<file path="src/rtl/muldiv_pkg.sv">
// Shared types for the multiply/divide issue path.
// Arbiter FSM states and the ALUOp codes understood by the unit.
package muldiv_pkg;

  typedef enum logic [2:0] {
    IDLE,
    ISSUE,
    WAIT,
    DRAIN,
    RESP
  } arb_state_t;

  localparam logic [4:0] ALU_MULT  = 5'h18;
  localparam logic [4:0] ALU_MULTU = 5'h19;
  localparam logic [4:0] ALU_DIV   = 5'h1a;
  localparam logic [4:0] ALU_DIVU  = 5'h1b;

endpackage

</file>
<file path="src/rtl/rr_arbiter2.sv">
// Two-way round-robin grant for the shared mult/div unit.
// last_q=1 after reset, so slot 0 wins the first tie.
module rr_arbiter2 (
  input  logic       clk,
  input  logic       rst,
  input  logic       en_i,
  input  logic [1:0] req_i,
  output logic [1:0] gnt_o
);

  logic last_q;
  logic last_d;

  always_comb begin
    gnt_o = 2'b00;
    if (en_i) begin
      if (req_i == 2'b11)
        gnt_o = last_q ? 2'b01 : 2'b10;
      else
        gnt_o = req_i;
    end
  end

  assign last_d = (|gnt_o) ? gnt_o[1] : last_q;

  always_ff @(posedge clk or posedge rst) begin
    if (rst) last_q <= 1'b1;
    else     last_q <= last_d;
  end

endmodule

</file>
<file path="src/rtl/muldiv_issue_arbiter.sv">
// Shares one mult/div unit between the two EXE issue slots.
// Grant, operand capture, start pulse, completion wait, flush drain.
module muldiv_issue_arbiter
  import muldiv_pkg::*;
#(
  parameter int DATA_W  = 32,
  parameter int OP_W    = 5,
  parameter int TIMEOUT = 64
) (
  input  logic                clk,
  input  logic                rst,
  input  logic                flush,
  input  logic [1:0]          req_valid,
  input  logic [2*OP_W-1:0]   req_op,
  input  logic [2*DATA_W-1:0] req_a,
  input  logic [2*DATA_W-1:0] req_b,
  output logic [1:0]          req_ready,
  output logic                unit_start,
  output logic [OP_W-1:0]     unit_op,
  output logic [DATA_W-1:0]   unit_a,
  output logic [DATA_W-1:0]   unit_b,
  input  logic                unit_done,
  input  logic [DATA_W-1:0]   unit_hi,
  input  logic [DATA_W-1:0]   unit_lo,
  output logic                rsp_valid,
  output logic                rsp_id,
  output logic [DATA_W-1:0]   rsp_hi,
  output logic [DATA_W-1:0]   rsp_lo,
  output logic                busy,
  output logic                timeout_err
);

  localparam int CW = $clog2(TIMEOUT + 1);

  arb_state_t          state_q, state_d;
  logic [1:0]          gnt;
  logic                arb_en;
  logic                timed_out;
  logic [CW-1:0]       cnt_q, cnt_d;
  logic [OP_W-1:0]     op_q;
  logic [DATA_W-1:0]   a_q, b_q, hi_q, lo_q;
  logic                id_q;

  assign arb_en    = (state_q == IDLE) && !flush;
  assign timed_out = (cnt_q == CW'(TIMEOUT - 1));

  rr_arbiter2 u_rr (
    .clk   (clk),
    .rst   (rst),
    .en_i  (arb_en),
    .req_i (req_valid),
    .gnt_o (gnt)
  );

  always_ff @(posedge clk or posedge rst) begin
    if (rst) begin
      state_q <= IDLE;
      cnt_q   <= '0;
    end else begin
      state_q <= state_d;
      cnt_q   <= cnt_d;
    end
  end

  always_comb begin
    state_d = state_q;
    unique case (state_q)
      IDLE:  if (|gnt) state_d = ISSUE;
      ISSUE: state_d = flush ? IDLE : WAIT;
      WAIT: begin
        if (unit_done)      state_d = flush ? IDLE : RESP;
        else if (flush)     state_d = DRAIN;
        else if (timed_out) state_d = IDLE;
      end
      DRAIN: if (unit_done || timed_out) state_d = IDLE;
      RESP:  state_d = IDLE;
      default: state_d = IDLE;
    endcase
  end

  // Watchdog restarts on every entry into WAIT or DRAIN
  always_comb begin
    cnt_d = '0;
    if ((state_d == WAIT || state_d == DRAIN) && state_d == state_q)
      cnt_d = cnt_q + CW'(1);
  end

  always_comb begin
    req_ready   = gnt;
    unit_start  = (state_q == ISSUE) && !flush;
    rsp_valid   = (state_q == RESP) && !flush;
    busy        = (state_q != IDLE);
    timeout_err = timed_out && !unit_done &&
                  ((state_q == WAIT && !flush) || state_q == DRAIN);
  end

  always_ff @(posedge clk or posedge rst) begin
    if (rst) begin
      op_q <= '0;
      a_q  <= '0;
      b_q  <= '0;
      id_q <= 1'b0;
      hi_q <= '0;
      lo_q <= '0;
    end else begin
      if (|gnt) begin
        op_q <= gnt[1] ? req_op[2*OP_W-1:OP_W]   : req_op[OP_W-1:0];
        a_q  <= gnt[1] ? req_a[2*DATA_W-1:DATA_W] : req_a[DATA_W-1:0];
        b_q  <= gnt[1] ? req_b[2*DATA_W-1:DATA_W] : req_b[DATA_W-1:0];
        id_q <= gnt[1];
      end
      if (state_q == WAIT && unit_done && !flush) begin
        hi_q <= unit_hi;
        lo_q <= unit_lo;
      end
    end
  end

  assign unit_op = op_q;
  assign unit_a  = a_q;
  assign unit_b  = b_q;
  assign rsp_id  = id_q;
  assign rsp_hi  = hi_q;
  assign rsp_lo  = lo_q;

endmodule

</file>
<file path="config.mk">
export PLATFORM = sky130hd
export DESIGN_NAME = muldiv_issue_arbiter
export DESIGN_NICKNAME = d
export VERILOG_FILES = /design/src/rtl/muldiv_pkg.sv /design/src/rtl/rr_arbiter2.sv /design/src/rtl/muldiv_issue_arbiter.sv
export SDC_FILE = /design/constraint.sdc
export NUM_CORES = 1
export LEC_CHECK = 0
export CAP_MARGIN = 5
export CORE_AREA = 2 2 134 136
export CTS_CLUSTER_DIAMETER = 50
export CTS_CLUSTER_SIZE = 20
export DETAILED_ROUTE_END_ITERATION = 6
export DIE_AREA = 0 0 136 138
export PLACE_DENSITY = 0.78
export SLEW_MARGIN = 40
export SYNTH_ARGS = -nofsm -noshare
export SYNTH_HDL_FRONTEND = slang
export SYNTH_SLANG_ARGS = --single-unit
</file>
<file path="constraint.sdc">
create_clock -name clk -period 13.7 [get_ports clk]
set_clock_uncertainty 0.1 [all_clocks]
set_input_delay 2.055 -clock clk [delete_from_list [all_inputs] [get_ports clk]]
set_output_delay 2.055 -clock clk [all_outputs]
set_load 0.05 [all_outputs]
</file>
== Word level (Yosys, flattened, before mapping) ==
Index checks and enable logic that the tools add are counted.

* Add/subtract/negate cells: 1
* Equality and inequality tests: 9
* Mux-type cells: 15
* Reductions and logical operators: 17

{| class="wikitable"
|+ Operators with widths
! operator !! number
|-
| 2-to-1 mux 32 bit || 2
|-
| 2-to-1 mux 3 bit || 6
|-
| equality test 3 x 2 -> 1 bit (second input constant) || 4
|-
| one-hot mux 3 bit (4 select lines) || 1
|-
| logical AND 1 bit || 9
|-
| 2-to-1 mux 2 bit || 4
|-
| adder 7 x 1 -> 7 bit (second input constant) || 1
|-
| equality test 7 x 6 -> 1 bit (second input constant) || 1
|-
| 2-to-1 mux 7 bit || 1
|-
| 2-to-1 mux 5 bit || 1
|-
| equality test 3 x 1 -> 1 bit (second input constant) || 1
|-
| equality test 3 bit || 1
|-
| equality test 3 bit (second input constant) || 1
|-
| logical NOT 3 bit || 1
|-
| logical OR 1 bit || 3
|-
| nonzero test 3 bit || 1
|-
| equality test 2 bit (second input constant) || 1
|-
| logical NOT 1 bit || 2
|-
| OR reduction 2 bit || 1
|}

* Register bits: 145
* Input bits: 208
* Output and inout port bits: 140
* Logic and storage cells: 51

== Logic depth before layout (Yosys ltp) ==
Gate-level depths: netlist of run 1.

* Depth after elaboration: 10
* Mapped depth: 7

== By module ==
From an unflattened synthesis of run 1, not the netlist that was laid out.

* Cell total of the unflattened synthesis: 494
* Area total of the unflattened synthesis: 6337.3 um^2

{| class="wikitable"
|+ By module, submodules not included
! module !! times used !! cells each !! area an instance (um^2) !! sequential area each (um^2)
|-
| muldiv_issue_arbiter || 1 || 485 || 6271.0 || 3603.5
|-
| rr_arbiter2 || 1 || 9 || 66.3 || 26.3
|}

== Worst setup path after synthesis of run 1 ==
OpenSTA, ideal clock, no wires.

* Path kind: input-to-output
* From: in flush
* To: out unit_start
* Data arrival time: 3.845 ns
* Data required time: 11.545 ns
* Setup slack: 7.700 ns
* Stages on the path: 1
* Path buffers: 0
* Cell sequence: nor4b_1

* Cells in the longest elaborated chain, start to end: 2

{| class="wikitable"
|+ Ends and longest elaborated chain
! what !! line !! RTL
|-
| start, declared || muldiv_issue_arbiter.sv:12 || <nowiki>input logic flush,</nowiki>
|-
| logical NOT 1 bit || muldiv_issue_arbiter.sv:90 || <nowiki>unit_start = (state_q == ISSUE) && !flush;</nowiki>
|-
| logical AND 1 bit || muldiv_issue_arbiter.sv:90 ||
|-
| end, declared || muldiv_issue_arbiter.sv:18 || <nowiki>output logic unit_start,</nowiki>
|}

No other way between the ends.

== Worst setup path in the final report of run 1 ==
* From: in flush
* To: out req_ready[1]

* Cells in the longest elaborated chain, start to end: 3

{| class="wikitable"
|+ Ends and longest elaborated chain
! what !! line !! RTL
|-
| logical NOT 1 bit || muldiv_issue_arbiter.sv:44 || <nowiki>assign arb_en = (state_q == IDLE) && !flush;</nowiki>
|-
| logical AND 1 bit || muldiv_issue_arbiter.sv:44 ||
|-
| 2-to-1 mux 2 bit || rr_arbiter2.sv:16 || <nowiki>if (en_i) begin</nowiki>
|-
| end, declared || muldiv_issue_arbiter.sv:17 || <nowiki>output logic [1:0] req_ready,</nowiki>
|}

No other way between the ends.

==> results of run 1 <==
## cells in the mapped netlist (2+ instances only)
cell / number / area, µm²
nor2_1: 4 / 15.0
and3_1: 2 / 12.5
dfrtp_1: 144 / 3600
a21oi_1: 69 / 345
xor2_1: 2 / 17.5
nand3_1: 72 / 360
mux2_2: 10 / 113
a31oi_1: 70 / 438
or3_1: 2 / 12.5
mux2_1: 54 / 608
o21ai_1: 69 / 345
inv_1: 2 / 7.51
buf_4: 5 / 37.5
nand2b_1: 2 / 12.5
nor3b_1: 2 / 15.0
buf_6: 15 / 169
nor4b_1: 3 / 26.3
clkbuf_1: 24 / 90.1
o21ai_0: 4 / 20.0
nand2_1: 6 / 22.5
nor3_1: 3 / 15.0
buf_2: 16 / 80.1
## final timing paths
kind / end / cells after the start / start
worst max-delay path: req_ready[1] / 4 / flush
worst min-delay path: rsp_hi[31] / 1 / rsp_hi[31]
worst max register to register: unit_b[23] / 5 / state_q[0]
worst min register to register: rsp_hi[31] / 1 / rsp_hi[31]
max in group asynchronous: u_rr.last_q / 3 / rst
min in group asynchronous: rsp_lo[18] / 2 / rst
## through the flow
stage	utilization (%)	power (mW)
floorplan	-	1.73
global placement	56.9	2.25
detailed placement	57.1	2.28
CTS	60.4	2.75
global route	60.6	2.85
finish	60.6	2.73
## power groups by stage
| stage | combinational [mW] | sequential (mW) | clock [mW] |
|---|---|---|---|
| global placement | 1.52 | 0.729 | 0 |
| CTS | 1.54 | 0.736 | 0.471 |
| global route | 1.60 | 0.759 | 0.490 |
| finish | 1.54 | 0.734 | 0.462 |
| floorplan | 0.320 | 1.41 | 0 |
| detailed placement | 1.54 | 0.739 | 0 |
## cells by family after synthesis
| kind of cell | after synthesis |
|---|---|
| compound gates | 217 |
| buf+inv | 63 |
| fa+ha+maj | 1 |
| mux | 64 |
| xor+xnor | 3 |
| flops | 145 |
| simple gates | 102 |
## metal layers
metal,GRT usage (%),up-vias
met4,8.72,0
met2,38.8,267
li1,-,2847
met5,0,-
met3,8.10,37
met1,26.8,3005
## flip-flops by register name, summed over array words and instances (netlist names)
name and flops:
unit_b 32, u_rr.last_q 1, rsp_id 1, unit_op 5, state_q 3, unit_a 32
cnt_q 7, rsp_lo 32, rsp_hi 32
## critical path: stages
cell and delay, ps:
clkdlybuf4s50_1 550, or4_4 620, nor2_4 160, clkdlybuf4s50_1 810
## cells in the final DEF, fill, tap and decap left out, types with 2 or more instances in the layout
cell               n
clkdlybuf4s50_1  347
dfrtp_1          144
nand3_1           72
a31oi_1           70
o21ai_1           69
a21oi_1           69
mux2_1            54
clkbuf_16         17
mux2_2            10
nand2_1            6
buf_4              5
nor2_1             4
o21ai_0            4
inv_8              4
inv_6              4
clkinv_4           4
nor4b_1            3
nor3_1             3
buf_6              3
or3_1              2
nand2b_1           2
and3_1             2
nor3b_1            2
xor2_1             2
## layout make-up
| class | count | area share (%) |
|---|---|---|
| well taps | 229 | 2.70 |
| clock inverters | 14 | 1.38 |
| repair buffers | 357 | 33.7 |
| multi-input cells | 387 | 23.7 |
| inverters | 2 | 0.141 |
| diodes | 1 | 0.0236 |
| flip-flops and latches | 145 | 34.2 |
| clock buffers | 18 | 4.13 |
==> impl_metrics.yaml, run 1 <==
floorplan:
  core_mm2: 0.0175
  start_util_pct: 37.2
  fp.dieH_um: 138
  die_area_mm2: 0.0188
  std_cell_rows: 49
  die_w_um: 136
  io_pins: 348
timing:
  slew_headroom_pct: 44.4
  fin_tns_setup_ps: 0
  fin_crit_ps: 6360
  hold_violations: 0
  tightest_slew_ps: 834
  max_freq_mhz: 157
  setup_violations: 0
  fin_ws_ps: 7340
  rsz0062_at_grt: "false"
  drv_slew: 0
  post-route-period-util_pct: 46.4
  hold_slack_ps: 383
yosys:
  ys_ff_latch: 145
  synth_area_mm2: 0.00652
  syn_nets: 804
  synth_fa_ha_area_share_pct: 0.192
  synth_cell_types: 37
  synthCells: 595
  synth-edff-count: 0
  yosys.area_share.simple_pct: 8.50
  ys_warn_count: 0
  synth.area.mux_share_pct: 11.1
  avgSynthCellArea_um2: 11.0
  synth_top_family_by_area: "compound AO/OA/AOI/OAI gates"
  synth_xor_area_share_pct: 0.403
  synthArstFlopShare_pct: 100
  ys_seq_area_share_pct: 55.7
  synth-compound-area-share_pct: 18.2
  synthFlopType: "dfrtp_1"
power:
  internal_power_mw: 1.40
  leakagePower_nw: 4.11
  cellPowerDensity_mw_per_mm2: 257
  p_clk_share_pct: 16.9
  combPwrFrac_pct: 56.2
  pwr-share-seq_pct: 26.9
  switching_share_pct: 48.7
  ir_drop_mv: 0.140
  p_switching_mw: 1.33
route:
  top_signal_layer_used: "met4"
  wl_um: 21700
  vias: 6156
  wl_met3_um: 1890
  post_drt_wl_per_cell_um: 18.9
  ant_nets: 0
  viasPerCell: 5.34
  drt_first_pass_iters: 6
  remaining_drc_errors: 0
  routedLengthMet1_um: 8340
  drt-initial-drc-count: 295
  wl_met2_um: 10900
cells_and_area:
  finalInstanceArea_mm2: 0.0106
  areaGrowthSynthToFinish_pct: 62.9
  final-seq-area_mm2: 0.00363
  fin_cells: 1153
  drive_above_1_share_pct: 6.72
  fill_cells: 1490
  multiInputGateArea_mm2: 0.00252
  fin_nets: 1119
clock_network:
  postCtsHoldBufs: 0
  worst_skew_pair.late_latency_ps: 410
  cts_setup_buffers: 0
  path_clk_slew_ps: 60
  cts_max_path_buffers: 2
  cts.sinks: 145
  numCtsBuffers: 17
  cts_resized: 0
  clockRootBuffer: "clkbuf_16"
  tritoncts: "yes"
  htree_levels: 4
grt:
  grt_pass1_vias: 6158
  antenna_found_initial: 1
  overflow: 0
  grt_max_degree: 93
  grt_pass1_wl_um: 33700
  track_usage_pct: 23.0
critical_path:
  start_kind: "input pin"
  worstPathArrival_ps: 4200
  critical_path_class: "input pin to output pin"
  cp_max_fo: 17
  endpoint_kind: "output pin"
  required_ps: 11550
  ff2ff_setup_slack_ps: 10720
run_status:
  status: "finished, final reports clean"
worst_hold_path:
  hp-class: "register to register"
place:
  placed_cell_area_mm2: 0.0100
  dp_cells: 1119
  hpwl_um: 15000
  post-place-ws_ps: 7030
  io_buffers: 347
  gp_congestion: 0.818
flow_run:
  cap_violations: 0
(Power assumes the default switching activity.)
==> run 2: changes to the inputs <==
--- a/config.mk
+++ b/config.mk
@@ -6,11 +6,11 @@
 export NUM_CORES = 1
 export LEC_CHECK = 0
 export CAP_MARGIN = 5
-export CORE_AREA = 2 2 134 136
+export CORE_MARGIN = 2
+export CORE_UTILIZATION = 36
 export CTS_CLUSTER_DIAMETER = 50
 export CTS_CLUSTER_SIZE = 20
 export DETAILED_ROUTE_END_ITERATION = 6
-export DIE_AREA = 0 0 136 138
 export PLACE_DENSITY = 0.78
 export SLEW_MARGIN = 40
 export SYNTH_ARGS = -nofsm -noshare
==> constraint.sdc (replaced) <==
create_clock -name clk -period 5.12 [get_ports clk]
set_clock_uncertainty 0.1 [all_clocks]
set_input_delay 0.768 -clock clk [delete_from_list [all_inputs] [get_ports clk]]
set_output_delay 0.768 -clock clk [all_outputs]
set_load 0.05 [all_outputs]
==> impl_metrics.yaml, run 2 (same netlist as run 1, synthesis figures left out) <==
grt:
  grt_pass1_wl_um: 34500
  antenna_found_initial: 0
  overflow: 0
  grt_pass1_vias: 6144
  grt_max_degree: 73
  track_usage_pct: 22.7
critical_path:
  slowest_delay_ps: 820
  cpLargestDelayFamily: "simple AND/OR/NAND/NOR gates"
  worstSetupEndpoint: "timeout_err"
  worstPathArrival_ps: 2820
  ff2ff_path_depth: 5
  cp_cell_sequence: "ha_1 -> nand3_1 -> nor3_1 -> and3_1 -> clkdlybuf4s50_1"
  crit_slowest_cell: "clkdlybuf4s50_1"
  required_ps: 4250
  worst-path-buf-inv: 1
  start_kind: "register"
  cp_num_cells: 5
  r2r-start: "state_q[0]"
  critical_path_class: "register to output pin"
  cp_max_fo: 6
  r2r-end: "unit_b[24]"
  ff2ff_setup_slack_ps: 2190
  startpoint: "cnt_q[0]"
  endpoint_kind: "output pin"
floorplan:
  start_util_pct: 36.6
  die_area_mm2: 0.0192
  std_cell_rows: 49
  io_pins: 348
  die_w_um: 139
  core_mm2: 0.0178
  fp.dieH_um: 139
cells_and_area:
  fin_cells: 1155
  diodes: 0
  drive_above_1_share_pct: 7.02
  final_cell_mix: "clkdlybuf4s50_1 (347), dfrtp_1 (144), nand3_1 (72)"
  finish.utilization_pct: 59.3
  fin_nets: 1122
  areaGrowthSynthToFinish_pct: 62.3
  fill_cells: 1498
  final_common_cell: "clkdlybuf4s50_1"
place:
  gp_congestion: 0.796
  dp_cells: 1123
  hpwl_um: 15700
  io_buffers: 347
route:
  ant_nets: 0
  top_signal_layer_used: "met4"
  viasPerCell: 5.38
  wl_met3_um: 1890
  wl_met2_um: 11200
  vias: 6210
  routedLengthMet1_um: 8620
  drt_first_pass_iters: 4
  wl_um: 22200
  remaining_drc_errors: 0
  drt-initial-drc-count: 305
  post_drt_wl_per_cell_um: 19.3
power:
  p_total_mw: 7.25
  combPwrFrac_pct: 56.6
  ir_drop_mv: 0.512
  switching_share_pct: 49.2
  internal_power_mw: 3.68
  pwr-share-seq_pct: 27.2
  p_switching_mw: 3.57
  cellPowerDensity_mw_per_mm2: 685
  p_clk_share_pct: 16.2
  leakagePower_nw: 4.10
clock_network:
  cts_max_path_buffers: 2
  cts_resized: 0
  postCtsHoldBufs: 0
  numCtsBuffers: 17
  worst_skew_pair.late_latency_ps: 420
  path_clk_slew_ps: 70
  clockRootBuffer: "clkbuf_16"
  htree_levels: 4
  cts.sinks: 145
  cts_setup_buffers: 0
  tritoncts: "yes"
timing:
  setup_violations: 0
  post-route-period-util_pct: 72.1
  slew_headroom_pct: 44.9
  drv_slew: 0
  max_freq_mhz: 271
  fin_tns_setup_ps: 0
  hold_slack_ps: 382
  hold_violations: 0
  fin_crit_ps: 3690
  tightest_slew_ps: 827
  rsz0062_at_grt: "false"
run_status:
  status: "finished, final reports clean"
worst_hold_path:
  hp-class: "register to register"
flow_run:
  cap_violations: 0
## run 2: cell count changes in the layout (fill, tap and decap cells not counted)
cell	before	now
buf_4	5	12
buf_6	3	0
clkinvlp_4	1	3
buf_12	1	0
bufinv_16	1	0
clkbuf_8	1	0
clkinv_2	1	2
diode_2	1	0
inv_8	4	3
## run 2: final cells by class
cell class	instances	area [µm²]	share of cell area, %
Clock buffer	17	425	4.02
Clock inverter	15	128	1.21
Inverter	2	12.5	0.118
Multi-Input combinational cell	387	2520	23.8
Sequential cell	145	3630	34.3
Tap cell	229	287	2.71
Timing Repair Buffer	360	3580	33.8
## run 2: worst min path at each step
stage | depth (start not counted) | start | to | slack (ps)
floorplan | 1 | cnt_q[0] | cnt_q[0] | 370
global placement | 1 | rsp_hi[17] | rsp_hi[17] | 370
CTS | 1 | rsp_hi[30] | rsp_hi[30] | 390
finish | 1 | rsp_hi[30] | rsp_hi[30] | 380
global route | 1 | rsp_hi[17] | rsp_hi[17] | 400
detailed placement | 1 | rsp_hi[17] | rsp_hi[17] | 370
## run 2: power groups by stage
stage / clock network (mW) / logic, mW / registers (mW)
floorplan: 0 / 0.855 / 3.77
detailed placement: 0 / 4.12 / 1.99
CTS: 1.20 / 4.13 / 1.97
global placement: 0 / 4.08 / 1.96
global route: 1.24 / 4.26 / 2.04
finish: 1.17 / 4.10 / 1.97
## run 2: per-layer routing
layer | track usage, % | vias up
li1 | - | 2849
met1 | 27.3 | 3018
met2 | 38.7 | 306
met3 | 6.94 | 37
met4 | 8.22 | 0
met5 | 0 | -
## run 2: worst register-to-register path, stage by stage (launching register included)
cell     delay (ps)
dfrtp_1         490
nor4_4          310
buf_4           590
and2_2          470
buf_4           560
a31oi_1         240
## run 2: metrics by stage
step | area [µm²] | setup WS (ps)
after floorplan | 6520 | 359
after global placement | 10000 | 1510
after detailed placement | 10000 | 1480
after CTS | 10600 | 1430
after global routing | 10600 | 1250
final | 10600 | 1430
